[src/rtl/id_ex_ctrl_stage_if.sv]
// ID/EX control-path bundle: ID-side control/operand fields in, EX-side registered fields,
// hazard/squash strobes and event counters out.
interface id_ex_ctrl_stage_if #(
  parameter int unsigned REG_AW  = 5,
  parameter int unsigned ALUOP_W = 3,
  parameter int unsigned CNT_W   = 16
);
  logic               id_valid;
  logic               id_wen;
  logic               id_alusrc;
  logic               id_regdst;
  logic               id_branch;
  logic               id_memwrite;
  logic               id_memread;
  logic               id_memtoreg;
  logic               id_jr;
  logic               id_jump;
  logic               id_jal;
  logic [ALUOP_W-1:0] id_aluop;
  logic [REG_AW-1:0]  id_rs;
  logic [REG_AW-1:0]  id_rt;
  logic [REG_AW-1:0]  id_rd;
  logic               id_uses_rt;
  logic               ex_br_taken;

  logic               ex_valid;
  logic               ex_wen;
  logic               ex_alusrc;
  logic               ex_regdst;
  logic               ex_branch;
  logic               ex_memwrite;
  logic               ex_memread;
  logic               ex_memtoreg;
  logic               ex_jr;
  logic               ex_jump;
  logic               ex_jal;
  logic [ALUOP_W-1:0] ex_aluop;
  logic [REG_AW-1:0]  ex_rt;
  logic [REG_AW-1:0]  ex_rd;
  logic               stall_o;
  logic               flush_ifid_o;
  logic [CNT_W-1:0]   stall_cnt;
  logic [CNT_W-1:0]   flush_cnt;

  modport master (
    output id_valid, id_wen, id_alusrc, id_regdst, id_branch, id_memwrite, id_memread,
           id_memtoreg, id_jr, id_jump, id_jal, id_aluop, id_rs, id_rt, id_rd, id_uses_rt,
           ex_br_taken,
    input  ex_valid, ex_wen, ex_alusrc, ex_regdst, ex_branch, ex_memwrite, ex_memread,
           ex_memtoreg, ex_jr, ex_jump, ex_jal, ex_aluop, ex_rt, ex_rd, stall_o, flush_ifid_o,
           stall_cnt, flush_cnt
  );

  modport slave (
    input  id_valid, id_wen, id_alusrc, id_regdst, id_branch, id_memwrite, id_memread,
           id_memtoreg, id_jr, id_jump, id_jal, id_aluop, id_rs, id_rt, id_rd, id_uses_rt,
           ex_br_taken,
    output ex_valid, ex_wen, ex_alusrc, ex_regdst, ex_branch, ex_memwrite, ex_memread,
           ex_memtoreg, ex_jr, ex_jump, ex_jal, ex_aluop, ex_rt, ex_rd, stall_o, flush_ifid_o,
           stall_cnt, flush_cnt
  );
endinterface

[src/rtl/id_ex_ctrl_stage.sv]
// ID/EX control-path pipeline register with load-use stall, branch/jump squash and
// saturating stall/flush event counters.
module id_ex_ctrl_stage #(
  parameter int unsigned REG_AW  = 5,
  parameter int unsigned ALUOP_W = 3,
  parameter int unsigned CNT_W   = 16
) (
  input  logic              clk,
  input  logic              rst_n,
  id_ex_ctrl_stage_if.slave bus
);

  typedef struct packed {
    logic               wen;
    logic               alusrc;
    logic               regdst;
    logic               branch;
    logic               memwrite;
    logic               memread;
    logic               memtoreg;
    logic               jr;
    logic               jump;
    logic               jal;
    logic [ALUOP_W-1:0] aluop;
    logic [REG_AW-1:0]  rt;
    logic [REG_AW-1:0]  rd;
  } ex_fields_t;

  logic             ex_valid_q,  ex_valid_d;
  ex_fields_t       ex_q,        ex_d;
  logic [CNT_W-1:0] stall_cnt_q, stall_cnt_d;
  logic [CNT_W-1:0] flush_cnt_q, flush_cnt_d;

  ex_fields_t id_fields;
  logic       hazard;
  logic       id_jump_any;
  logic       stall;
  logic       flush_ifid;

  always_comb begin
    id_fields.wen      = bus.id_wen;
    id_fields.alusrc   = bus.id_alusrc;
    id_fields.regdst   = bus.id_regdst;
    id_fields.branch   = bus.id_branch;
    id_fields.memwrite = bus.id_memwrite;
    id_fields.memread  = bus.id_memread;
    id_fields.memtoreg = bus.id_memtoreg;
    id_fields.jr       = bus.id_jr;
    id_fields.jump     = bus.id_jump;
    id_fields.jal      = bus.id_jal;
    id_fields.aluop    = bus.id_aluop;
    id_fields.rt       = bus.id_rt;
    id_fields.rd       = bus.id_rd;
  end

  // id_valid gates every term so garbage on an empty ID slot cannot stall or squash
  assign hazard = ex_valid_q & ex_q.memread & bus.id_valid & (ex_q.rt != '0) &
                  ((ex_q.rt == bus.id_rs) | (bus.id_uses_rt & (ex_q.rt == bus.id_rt)));

  assign id_jump_any = bus.id_valid & (bus.id_jump | bus.id_jal);

  always_comb begin
    ex_valid_d = 1'b0;
    ex_d       = '0;
    stall      = 1'b0;
    flush_ifid = 1'b0;
    if (bus.ex_br_taken) begin
      // ID holds a wrong-path instruction; dropping it outranks any stall it would cause
      flush_ifid = 1'b1;
    end else if (hazard) begin
      stall = 1'b1;
    end else begin
      ex_valid_d = bus.id_valid;
      if (bus.id_valid) begin
        ex_d = id_fields;
      end
      if (id_jump_any) begin
        flush_ifid = 1'b1;
      end
    end
  end

  always_comb begin
    stall_cnt_d = stall_cnt_q;
    flush_cnt_d = flush_cnt_q;
    if (stall && (stall_cnt_q != '1)) begin
      stall_cnt_d = stall_cnt_q + 1'b1;
    end
    if (flush_ifid && (flush_cnt_q != '1)) begin
      flush_cnt_d = flush_cnt_q + 1'b1;
    end
  end

  always_ff @(posedge clk or negedge rst_n) begin
    if (!rst_n) begin
      ex_valid_q  <= 1'b0;
      ex_q        <= '0;
      stall_cnt_q <= '0;
      flush_cnt_q <= '0;
    end else begin
      ex_valid_q  <= ex_valid_d;
      ex_q        <= ex_d;
      stall_cnt_q <= stall_cnt_d;
      flush_cnt_q <= flush_cnt_d;
    end
  end

  assign bus.ex_valid     = ex_valid_q;
  assign bus.ex_wen       = ex_q.wen;
  assign bus.ex_alusrc    = ex_q.alusrc;
  assign bus.ex_regdst    = ex_q.regdst;
  assign bus.ex_branch    = ex_q.branch;
  assign bus.ex_memwrite  = ex_q.memwrite;
  assign bus.ex_memread   = ex_q.memread;
  assign bus.ex_memtoreg  = ex_q.memtoreg;
  assign bus.ex_jr        = ex_q.jr;
  assign bus.ex_jump      = ex_q.jump;
  assign bus.ex_jal       = ex_q.jal;
  assign bus.ex_aluop     = ex_q.aluop;
  assign bus.ex_rt        = ex_q.rt;
  assign bus.ex_rd        = ex_q.rd;
  assign bus.stall_o      = stall;
  assign bus.flush_ifid_o = flush_ifid;
  assign bus.stall_cnt    = stall_cnt_q;
  assign bus.flush_cnt    = flush_cnt_q;

endmodule

[src/flat_wrapper.sv]
// flat-port wrapper written by rule: the top's interface ports become plain ports
module id_ex_ctrl_stage_flat 
#(
  parameter int unsigned REG_AW  = 5,
  parameter int unsigned ALUOP_W = 3,
  parameter int unsigned CNT_W   = 16
)
  (clk, rst_n, bus_id_valid, bus_id_wen, bus_id_alusrc, bus_id_regdst, bus_id_branch, bus_id_memwrite, bus_id_memread, bus_id_memtoreg, bus_id_jr, bus_id_jump, bus_id_jal, bus_id_aluop, bus_id_rs, bus_id_rt, bus_id_rd, bus_id_uses_rt, bus_ex_br_taken, bus_ex_valid, bus_ex_wen, bus_ex_alusrc, bus_ex_regdst, bus_ex_branch, bus_ex_memwrite, bus_ex_memread, bus_ex_memtoreg, bus_ex_jr, bus_ex_jump, bus_ex_jal, bus_ex_aluop, bus_ex_rt, bus_ex_rd, bus_stall_o, bus_flush_ifid_o, bus_stall_cnt, bus_flush_cnt);
  id_ex_ctrl_stage_if #(.REG_AW(REG_AW), .ALUOP_W(ALUOP_W), .CNT_W(CNT_W)) bus_i ();
  input  logic clk;
  input  logic rst_n;
  input wire logic [$bits(bus_i.id_valid)-1:0] bus_id_valid;
  input wire logic [$bits(bus_i.id_wen)-1:0] bus_id_wen;
  input wire logic [$bits(bus_i.id_alusrc)-1:0] bus_id_alusrc;
  input wire logic [$bits(bus_i.id_regdst)-1:0] bus_id_regdst;
  input wire logic [$bits(bus_i.id_branch)-1:0] bus_id_branch;
  input wire logic [$bits(bus_i.id_memwrite)-1:0] bus_id_memwrite;
  input wire logic [$bits(bus_i.id_memread)-1:0] bus_id_memread;
  input wire logic [$bits(bus_i.id_memtoreg)-1:0] bus_id_memtoreg;
  input wire logic [$bits(bus_i.id_jr)-1:0] bus_id_jr;
  input wire logic [$bits(bus_i.id_jump)-1:0] bus_id_jump;
  input wire logic [$bits(bus_i.id_jal)-1:0] bus_id_jal;
  input wire logic [$bits(bus_i.id_aluop)-1:0] bus_id_aluop;
  input wire logic [$bits(bus_i.id_rs)-1:0] bus_id_rs;
  input wire logic [$bits(bus_i.id_rt)-1:0] bus_id_rt;
  input wire logic [$bits(bus_i.id_rd)-1:0] bus_id_rd;
  input wire logic [$bits(bus_i.id_uses_rt)-1:0] bus_id_uses_rt;
  input wire logic [$bits(bus_i.ex_br_taken)-1:0] bus_ex_br_taken;
  output wire logic [$bits(bus_i.ex_valid)-1:0] bus_ex_valid;
  output wire logic [$bits(bus_i.ex_wen)-1:0] bus_ex_wen;
  output wire logic [$bits(bus_i.ex_alusrc)-1:0] bus_ex_alusrc;
  output wire logic [$bits(bus_i.ex_regdst)-1:0] bus_ex_regdst;
  output wire logic [$bits(bus_i.ex_branch)-1:0] bus_ex_branch;
  output wire logic [$bits(bus_i.ex_memwrite)-1:0] bus_ex_memwrite;
  output wire logic [$bits(bus_i.ex_memread)-1:0] bus_ex_memread;
  output wire logic [$bits(bus_i.ex_memtoreg)-1:0] bus_ex_memtoreg;
  output wire logic [$bits(bus_i.ex_jr)-1:0] bus_ex_jr;
  output wire logic [$bits(bus_i.ex_jump)-1:0] bus_ex_jump;
  output wire logic [$bits(bus_i.ex_jal)-1:0] bus_ex_jal;
  output wire logic [$bits(bus_i.ex_aluop)-1:0] bus_ex_aluop;
  output wire logic [$bits(bus_i.ex_rt)-1:0] bus_ex_rt;
  output wire logic [$bits(bus_i.ex_rd)-1:0] bus_ex_rd;
  output wire logic [$bits(bus_i.stall_o)-1:0] bus_stall_o;
  output wire logic [$bits(bus_i.flush_ifid_o)-1:0] bus_flush_ifid_o;
  output wire logic [$bits(bus_i.stall_cnt)-1:0] bus_stall_cnt;
  output wire logic [$bits(bus_i.flush_cnt)-1:0] bus_flush_cnt;
  assign bus_i.id_valid = bus_id_valid;
  assign bus_i.id_wen = bus_id_wen;
  assign bus_i.id_alusrc = bus_id_alusrc;
  assign bus_i.id_regdst = bus_id_regdst;
  assign bus_i.id_branch = bus_id_branch;
  assign bus_i.id_memwrite = bus_id_memwrite;
  assign bus_i.id_memread = bus_id_memread;
  assign bus_i.id_memtoreg = bus_id_memtoreg;
  assign bus_i.id_jr = bus_id_jr;
  assign bus_i.id_jump = bus_id_jump;
  assign bus_i.id_jal = bus_id_jal;
  assign bus_i.id_aluop = bus_id_aluop;
  assign bus_i.id_rs = bus_id_rs;
  assign bus_i.id_rt = bus_id_rt;
  assign bus_i.id_rd = bus_id_rd;
  assign bus_i.id_uses_rt = bus_id_uses_rt;
  assign bus_i.ex_br_taken = bus_ex_br_taken;
  assign bus_ex_valid = bus_i.ex_valid;
  assign bus_ex_wen = bus_i.ex_wen;
  assign bus_ex_alusrc = bus_i.ex_alusrc;
  assign bus_ex_regdst = bus_i.ex_regdst;
  assign bus_ex_branch = bus_i.ex_branch;
  assign bus_ex_memwrite = bus_i.ex_memwrite;
  assign bus_ex_memread = bus_i.ex_memread;
  assign bus_ex_memtoreg = bus_i.ex_memtoreg;
  assign bus_ex_jr = bus_i.ex_jr;
  assign bus_ex_jump = bus_i.ex_jump;
  assign bus_ex_jal = bus_i.ex_jal;
  assign bus_ex_aluop = bus_i.ex_aluop;
  assign bus_ex_rt = bus_i.ex_rt;
  assign bus_ex_rd = bus_i.ex_rd;
  assign bus_stall_o = bus_i.stall_o;
  assign bus_flush_ifid_o = bus_i.flush_ifid_o;
  assign bus_stall_cnt = bus_i.stall_cnt;
  assign bus_flush_cnt = bus_i.flush_cnt;
  id_ex_ctrl_stage #(.REG_AW(REG_AW), .ALUOP_W(ALUOP_W), .CNT_W(CNT_W)) u_core (.clk(clk), .rst_n(rst_n), .bus(bus_i));
endmodule
[config.mk]
export PLATFORM = sky130hd
export DESIGN_NAME = id_ex_ctrl_stage_flat
export DESIGN_NICKNAME = d
export VERILOG_FILES = /design/src/rtl/id_ex_ctrl_stage_if.sv /design/src/rtl/id_ex_ctrl_stage.sv /design/src/flat_wrapper.sv
export SDC_FILE = /design/constraint.sdc
export NUM_CORES = 1
export LEC_CHECK = 0
export ABC_AREA = 1
export CORE_UTILIZATION = 35
export DETAILED_ROUTE_END_ITERATION = 8
export GPL_TIMING_DRIVEN = 0
export PLACE_DENSITY_LB_ADDON = 0.3
export SYNTH_ARGS = -nofsm -noshare
export SYNTH_HDL_FRONTEND = slang
export SYNTH_SLANG_ARGS = --single-unit
[constraint.sdc]
create_clock -name clk -period 1.35 [get_ports clk]
set_input_delay 0.2025 -clock clk [delete_from_list [all_inputs] [get_ports clk]]
set_output_delay 0.2025 -clock clk [all_outputs]
set_load 0.03 [all_outputs]
==> results of run 1 <==
==> power groups by stage <==
stage	Clock [mW]	Sequential (mW)	Combinational, mW
2_1_floorplan	0	2.19	0.334
3_3_place_gp	0	1.99	0.947
3_5_place_dp	0	1.99	0.975
4_1_cts	0.953	1.96	0.935
5_1_grt	1.00	1.98	1.15
6_report	0.917	1.95	1.04
==> cell families (layout without fill, tap and decap cells) <==
logic type                 after synthesis  in the layout
AOI/OAI and AO/OA                        7              7
xor gates and xnor gates                23             23
adders and majority gates                2              2
buffers and inverters                   74            189
DFF                                     56             56
and+or+nand+nor                        241            241
==> state kept, by name, indices dropped and copies added, names as in the netlist <==
name                    cells
u_core.bus.ex_memtoreg      1
u_core.bus.ex_regdst        1
u_core.bus.flush_cnt       16
u_core.bus.ex_valid         1
u_core.bus.ex_memread       1
u_core.bus.ex_memwrite      1
u_core.bus.ex_jal           1
u_core.bus.ex_alusrc        1
u_core.bus.ex_wen           1
u_core.bus.ex_rt            5
u_core.bus.ex_jump          1
u_core.bus.ex_branch        1
u_core.bus.ex_aluop         3
u_core.bus.stall_cnt       16
u_core.bus.ex_rd            5
u_core.bus.ex_jr            1
==> worst max path at each step <==
stage / cells past startpoint / slack [ns] / endpoint / startpoint
after floorplan: 10 / -0.34 / bus_flush_ifid_o / u_core.bus.ex_rt[3]$_DFF_PN0_
after global placement: 1 / -1.95 / u_core.bus.ex_rt[2]$_DFF_PN0_ / rst_n
after detailed placement: 11 / -1.13 / bus_stall_o / bus_id_rs[1]
after CTS: 10 / -0.52 / bus_flush_ifid_o / u_core.bus.ex_rt[0]$_DFF_PN0_
after global routing: 12 / -0.61 / bus_flush_ifid_o / bus_id_rt[4]
final: 9 / -0.49 / bus_flush_ifid_o / u_core.bus.ex_rt[1]$_DFF_PN0_
==> metal layers <==
| metal | vias to the layer above | track usage [%] | wire (um) |
|---|---|---|---|
| li1 | 1459 | - | - |
| met1 | 1321 | 21.5 | 3270 |
| met2 | 87 | 29.0 | 3590 |
| met3 | 10 | 5.42 | 527 |
| met4 | 0 | 4.55 | 106 |
| met5 | - | 0 | 0 |
==> worst min-delay path: stages <==
cell	delay [ns]
clkdlybuf4s50_1	0.39
inv_1	0.05
nor2_1	0.03
==> cell type report <==
class | instances | area, um2 | area share [%]
clock inverter | 1 | 5.00 | 0.110
timing repair buffer | 107 | 987 | 21.8
inverter | 63 | 239 | 5.27
tap | 105 | 131 | 2.90
clock buffer | 7 | 76.3 | 1.68
buffer | 11 | 115 | 2.54
multi-input combinational | 273 | 1550 | 34.2
sequential | 56 | 1430 | 31.5
==> metrics by stage <==
step                      setup slack, ns  cell area [um2]
after floorplan                    -0.337             3150
after global placement              -1.95             4180
after detailed placement            -1.13             4200
after CTS                          -0.517             4360
after global routing               -0.605             4530
final                              -0.493             4530
==> placed cells by master (no fill, tap or decap), types with 13 or more instances in the layout <==
cell             netlist  final
nand3_1               15     14
dfrtp_2                0     21
nand2_1              135    129
dfrtp_1               56     35
xnor2_1               14     14
clkbuf_2               0     15
clkdlybuf4s50_1        0     31
nor2_1                53     26
inv_1                 59     54
nor2_4                 3     13
dlygate4sd2_1          0     18
buf_6                  3     14
clkdlybuf4s15_2        0     13
nand4_1               20     20
nor2_2                 0     17
==> what timing repair did <==
item	CTS	global route
cloned	1	2
hold buffers	1	0
endpoints found under the hold margin	27	0
gates resized for setup	128	80
setup endpoints to repair	111	84
setup buffers	6	6
pin swaps	4	8
==> flow_summary_export.csv, run 1 <==
group,metric,value,unit
synth,yosys.area_share.adder,0.822,%
synth,synth-main-ff-cell,"dfrtp_1",
timing,finalHoldViolCount,0,
drt,viasPerCell,4.62,
synth,synth_top_family_by_area,"simple AND/OR/NAND/NOR gates",
timing,drv_slew,0,
clocking,cts_htree_levels,2,
setup_path,path_class,"reg2out",
min_path,worstHoldPathType,"in2reg",
timing,worst_slew_pin_slew,0.657,ns
synth,yosys.area_share.simple,35.0,%
synth,yosysMostFrequentCell,"nand2_1",
min_path,min_to,"u_core.bus.ex_regdst$_DFF_PN0_",
status,violations,"negative setup slack",
setup_path,worst_setup_path_end_kind,"output port",
place,place_inst,599,
power,p_int,2.63,mW
synth,synth_mux_area_share,0,%
power,clkPwrFrac,23.5,%
synth,synthTopCellsByCount,"nand2_1 (135), inv_1 (59), dfrtp_1 (56), nor2_1 (53), nand4_1 (20)",
grt,gr-total-overflow,0,
finish,fin_cells,623,
synth,synth_area_leaders,"dfrtp_1 (46%), nand2_1 (17%), inv_1 (7.3%)",
floorplan,die_h,95.2,um
power,p_per_area,862,nW/um2
drt,drt-pass1-iter-count,4,
clocking,clockRootBuffer,"clkbuf_8",
setup_path,critPathMaxStageDelay,0.45,ns
power,power_leakage,2.28,nW
finish,layout.nets,552,
place,place.gp.congestion,0.848,
floorplan,coreArea,8300,um2
timing,fin_setup_tns,-14.26,ns
min_path,hp-start,"bus_id_regdst",
timing,holdWs,0.404,ns
synth,synth_compound_gate_area_share,1.15,%
clocking,cts_made_buffers,5,
drt,drtIter0Drc,71,
setup_path,required,1.15,ns
timing,layout_setup_ws,-0.493,ns
floorplan,ios,91,
synth,synth_area,3040,um2
setup_path,path_delay_family,"flip-flops",
synth,async_flop_share,100,%
setup_path,r2r_slack,-0.31,ns
power,p_sw,1.28,mW
floorplan,start_util,36.7,%
clocking,clk_pin_slew,0.10,ns
floorplan,die-area,9070,um2
setup_path,cp_max_fo,5,
setup_path,crit_top_cell,"buf_6",
clocking,cts_sinks,56,
power,p_comb_share,26.5,%
synth,syn_inst,403,
floorplan,die_w,95.2,um
drt,wl_per_cell,12.0,um
synth,ys_ff_latch,56,
status,status,"finished, violations left",
timing,clock_skew,0.0119,ns
setup_path,startpoint_type,"flop",
clocking,clock_latency,0.31,ns
finish,nFillCells,785,
timing,finalSetupViolCount,58,
setup_path,reg2regPathDepth,12,
timing,fin_crit,1.84,ns
drt,antenna_left,0,
grt,grt_max_degree,30,
finish,drive_above_1_share,27.8,%
timing,rsz0062_at_grt,"yes",
setup_path,cp_cell_sequence,"nor2_2, nand4_1, nand3b_1, inv_2, nand3_4, buf_6, inv_4, a21oi_4, buf_6",
grt,grt_antenna_before_repair,0,
synth,synth_cell_type_count,24,
floorplan,num_rows,33,
run,drv_cap,0,
synth,synth-edff-count,0,
setup_path,r2r-start,"u_core.bus.ex_rt[0]$_DFF_PN0_",
place,hpwl,5450,um
grt,first_global_vias,2798,
finish,final_core_util,54.6,%
grt,grt_usage,17.3,%
synth,synth-xor-area-share,6.62,%
clocking,cts_buffer_depth,2,
setup_path,worstPathArrival,1.64,ns
drt,vias,2877,
clocking,cts_tree,"built",
place,port_buffers,90,
power,power,3.91,mW
timing,relSlewSlack,56.2,%
power,power.share.switching,32.8,%
synth,syn_nets,438,
synth,yosys_warnings,0,
setup_path,r2r_end,"u_core.bus.stall_cnt[13]$_DFFE_PN0P_",
timing,post-route-period-util,137,%
synth,synth_top_cell_by_area,"dfrtp_1",
timing,clock.fmax,543,MHz
power,seqPwrFrac,50.0,%
drt,routed_wl,7500,um
finish,area_delta_synth_final,49.0,%
drt,drc,0,
finish,diodes,0,
synth,synth-seq-area-share,46.1,%
power,ir_drop,0.448,mV
synth,synth_top_cell_area_share,46.1,%
setup_path,crit_buf_inv,4,
setup_path,cpMaxStageDelayCell,"dfrtp_2",
min_path,holdPathStages,3,
synth,syn_avg_cell_area,7.55,um2
grt,grt_pass1_wl,12500,um
Note: power is estimated with default switching activity, not from simulation.
==> run 2, diff against run 1 <==
SKIP_LAST_GASP = 1   (was unset)
==> results of run 2 <==
Final layout, timing and power as in run 1 (identical DEF).
==> run 3, diff against run 2 <==
CAP_MARGIN = 20   (was unset)
==> flow_summary_export.csv, run 3 (synthesis results as in run 1) <==
group,metric,value,unit
floorplan,die-area,9070,um2
finish,area_delta_synth_final,49.0,%
run,drv_cap,0,
floorplan,die_h,95.2,um
floorplan,ios,91,
power,ir_drop,0.448,mV
timing,clock_skew,0.0119,ns
grt,grt_antenna_before_repair,0,
floorplan,coreArea,8300,um2
place,placed_area,4200,um2
status,status,"finished, violations left",
place,place.gp.congestion,0.848,
timing,fin_setup_tns,-14.26,ns
grt,grt_usage,17.3,%
clocking,cts_buffer_depth,2,
timing,finalSetupViolCount,58,
finish,final_core_util,54.6,%
timing,finalHoldViolCount,0,
timing,fin_crit,1.84,ns
setup_path,path_class,"reg2out",
setup_path,startpoint_type,"flop",
power,clkPwrFrac,23.5,%
clocking,cts_sinks,56,
power,power.share.switching,32.8,%
finish,seq_area,1430,um2
place,hpwl,5450,um
status,violations,"negative setup slack",
timing,relSlewSlack,56.2,%
power,seqPwrFrac,50.0,%
drt,drc,0,
place,port_buffers,90,
finish,final_area,4530,um2
finish,diodes,0,
clocking,clock_latency,0.31,ns
grt,grt_pass1_wl,12500,um
clocking,clockRootBuffer,"clkbuf_8",
drt,routed_wl,7500,um
setup_path,cp_max_fo,5,
clocking,cts_tree,"built",
timing,rsz0062_at_grt,"yes",
drt,met1_length,3270,um
timing,layout_setup_ws,-0.493,ns
finish,nFillCells,785,
timing,clock.fmax,543,MHz
timing,post-route-period-util,137,%
finish,layout_commonest_cell,"nand2_1",
finish,layout.nets,552,
finish,final_cell_mix,"nand2_1 (129), inv_1 (54), dfrtp_1 (35)",
drt,drtIter0Drc,71,
drt,drt-pass1-iter-count,4,
grt,first_global_vias,2798,
floorplan,start_util,36.7,%
clocking,cts_htree_levels,2,
drt,vias,2877,
power,p_sw,1.28,mW
clocking,clk_pin_slew,0.10,ns
power,p_comb_share,26.5,%
floorplan,die_w,95.2,um
power,p_per_area,862,nW/um2
clocking,cts_made_buffers,5,
drt,viasPerCell,4.62,
grt,gr-total-overflow,0,
power,p_int,2.63,mW
finish,multi_input_area,1550,um2
setup_path,worst_setup_path_end_kind,"output port",
drt,wl_per_cell,12.0,um
setup_path,required,1.15,ns
setup_path,worstPathArrival,1.64,ns
drt,antenna_left,0,
floorplan,num_rows,33,
finish,drive_above_1_share,27.8,%
drt,top_layer,"met4",
min_path,worstHoldPathType,"in2reg",
drt,dr_wl_met2,3590,um
drt,dr_wl_met3,527,um
power,power_leakage,2.28,nW
timing,worst_slew_pin_slew,0.657,ns
grt,grt_max_degree,30,
timing,drv_slew,0,
-- run 3: cell counts in the layout (fill, tap and decap cells not counted) --
No cell type changed its count.
-- run 3: cell type report --
type / count / area share, %
repair buffers: 107 / 21.8
clock inverters: 1 / 0.110
clock buffers: 7 / 1.68
plain buffers: 11 / 2.54
multi-input cells: 273 / 34.2
flip-flops and latches: 56 / 31.5
well taps: 105 / 2.90
inverters: 63 / 5.27
-- run 3: repair_timing --
item / 4_1_cts / 5_1_grt
hold buffers: 1 / 0
gates cloned: 1 / 2
setup buffers: 6 / 6
pin swaps: 4 / 8
gates resized for setup: 128 / 80
endpoints found under the setup margin: 111 / 84
endpoints found under the hold margin: 27 / 0
-- run 3: per-stage QoR --
step / power [mW] / instances / worst slack [ns] / hold slack (ns)
6_report: 3.91 / 623 / -0.493 / 0.404
5_1_grt: 4.12 / 623 / -0.605 / 0.411
4_1_cts: 3.85 / 615 / -0.517 / 0.392
3_5_place_dp: 2.97 / 599 / -1.13 / 0.277
2_1_floorplan: 2.52 / 403 / -0.337 / -0.0931
3_3_place_gp: 2.93 / 598 / -1.95 / 0.520
-- run 3: layer usage --
metal | GRT usage (%) | vias up
met5 | 0 | -
met4 | 4.55 | 0
met3 | 5.42 | 10
met2 | 29.0 | 87
met1 | 21.5 | 1321
li1 | - | 1459
-- run 3: worst paths after layout --
path                                                       from                              endpoint  slack, ns  cells past startpoint
max reg2reg                       u_core.bus.ex_rt[0]$_DFF_PN0_  u_core.bus.stall_cnt[13]$_DFFE_PN0P_      -0.31                     12
min                                               bus_id_regdst        u_core.bus.ex_regdst$_DFF_PN0_       0.40                      3
min in group asynchronous                                 rst_n   u_core.bus.stall_cnt[4]$_DFFE_PN0P_       0.45                      2
max                               u_core.bus.ex_rt[1]$_DFF_PN0_                      bus_flush_ifid_o      -0.49                      9
max in group asynchronous                                 rst_n         u_core.bus.ex_rt[2]$_DFF_PN0_       0.30                      3
min reg2reg                u_core.bus.flush_cnt[14]$_DFFE_PN0P_  u_core.bus.flush_cnt[14]$_DFFE_PN0P_       0.55                      2
-- run 3: power by group through the flow --
stage | Combinational (mW) | Sequential (mW) | Clock, mW
floorplan | 0.334 | 2.19 | 0
global placement | 0.947 | 1.99 | 0
detailed placement | 0.975 | 1.99 | 0
CTS | 0.935 | 1.96 | 0.953
global route | 1.15 | 1.98 | 1.00
finish | 1.04 | 1.95 | 0.917
-- run 3: critical path, stage by stage (launching register included) --
cell and delay (ns):
dfrtp_2 0.45, nor2_2 0.13, nand4_1 0.09, nand3b_1 0.11
inv_2 0.08, nand3_4 0.09, buf_6 0.10, inv_4 0.03
a21oi_4 0.11, buf_6 0.15
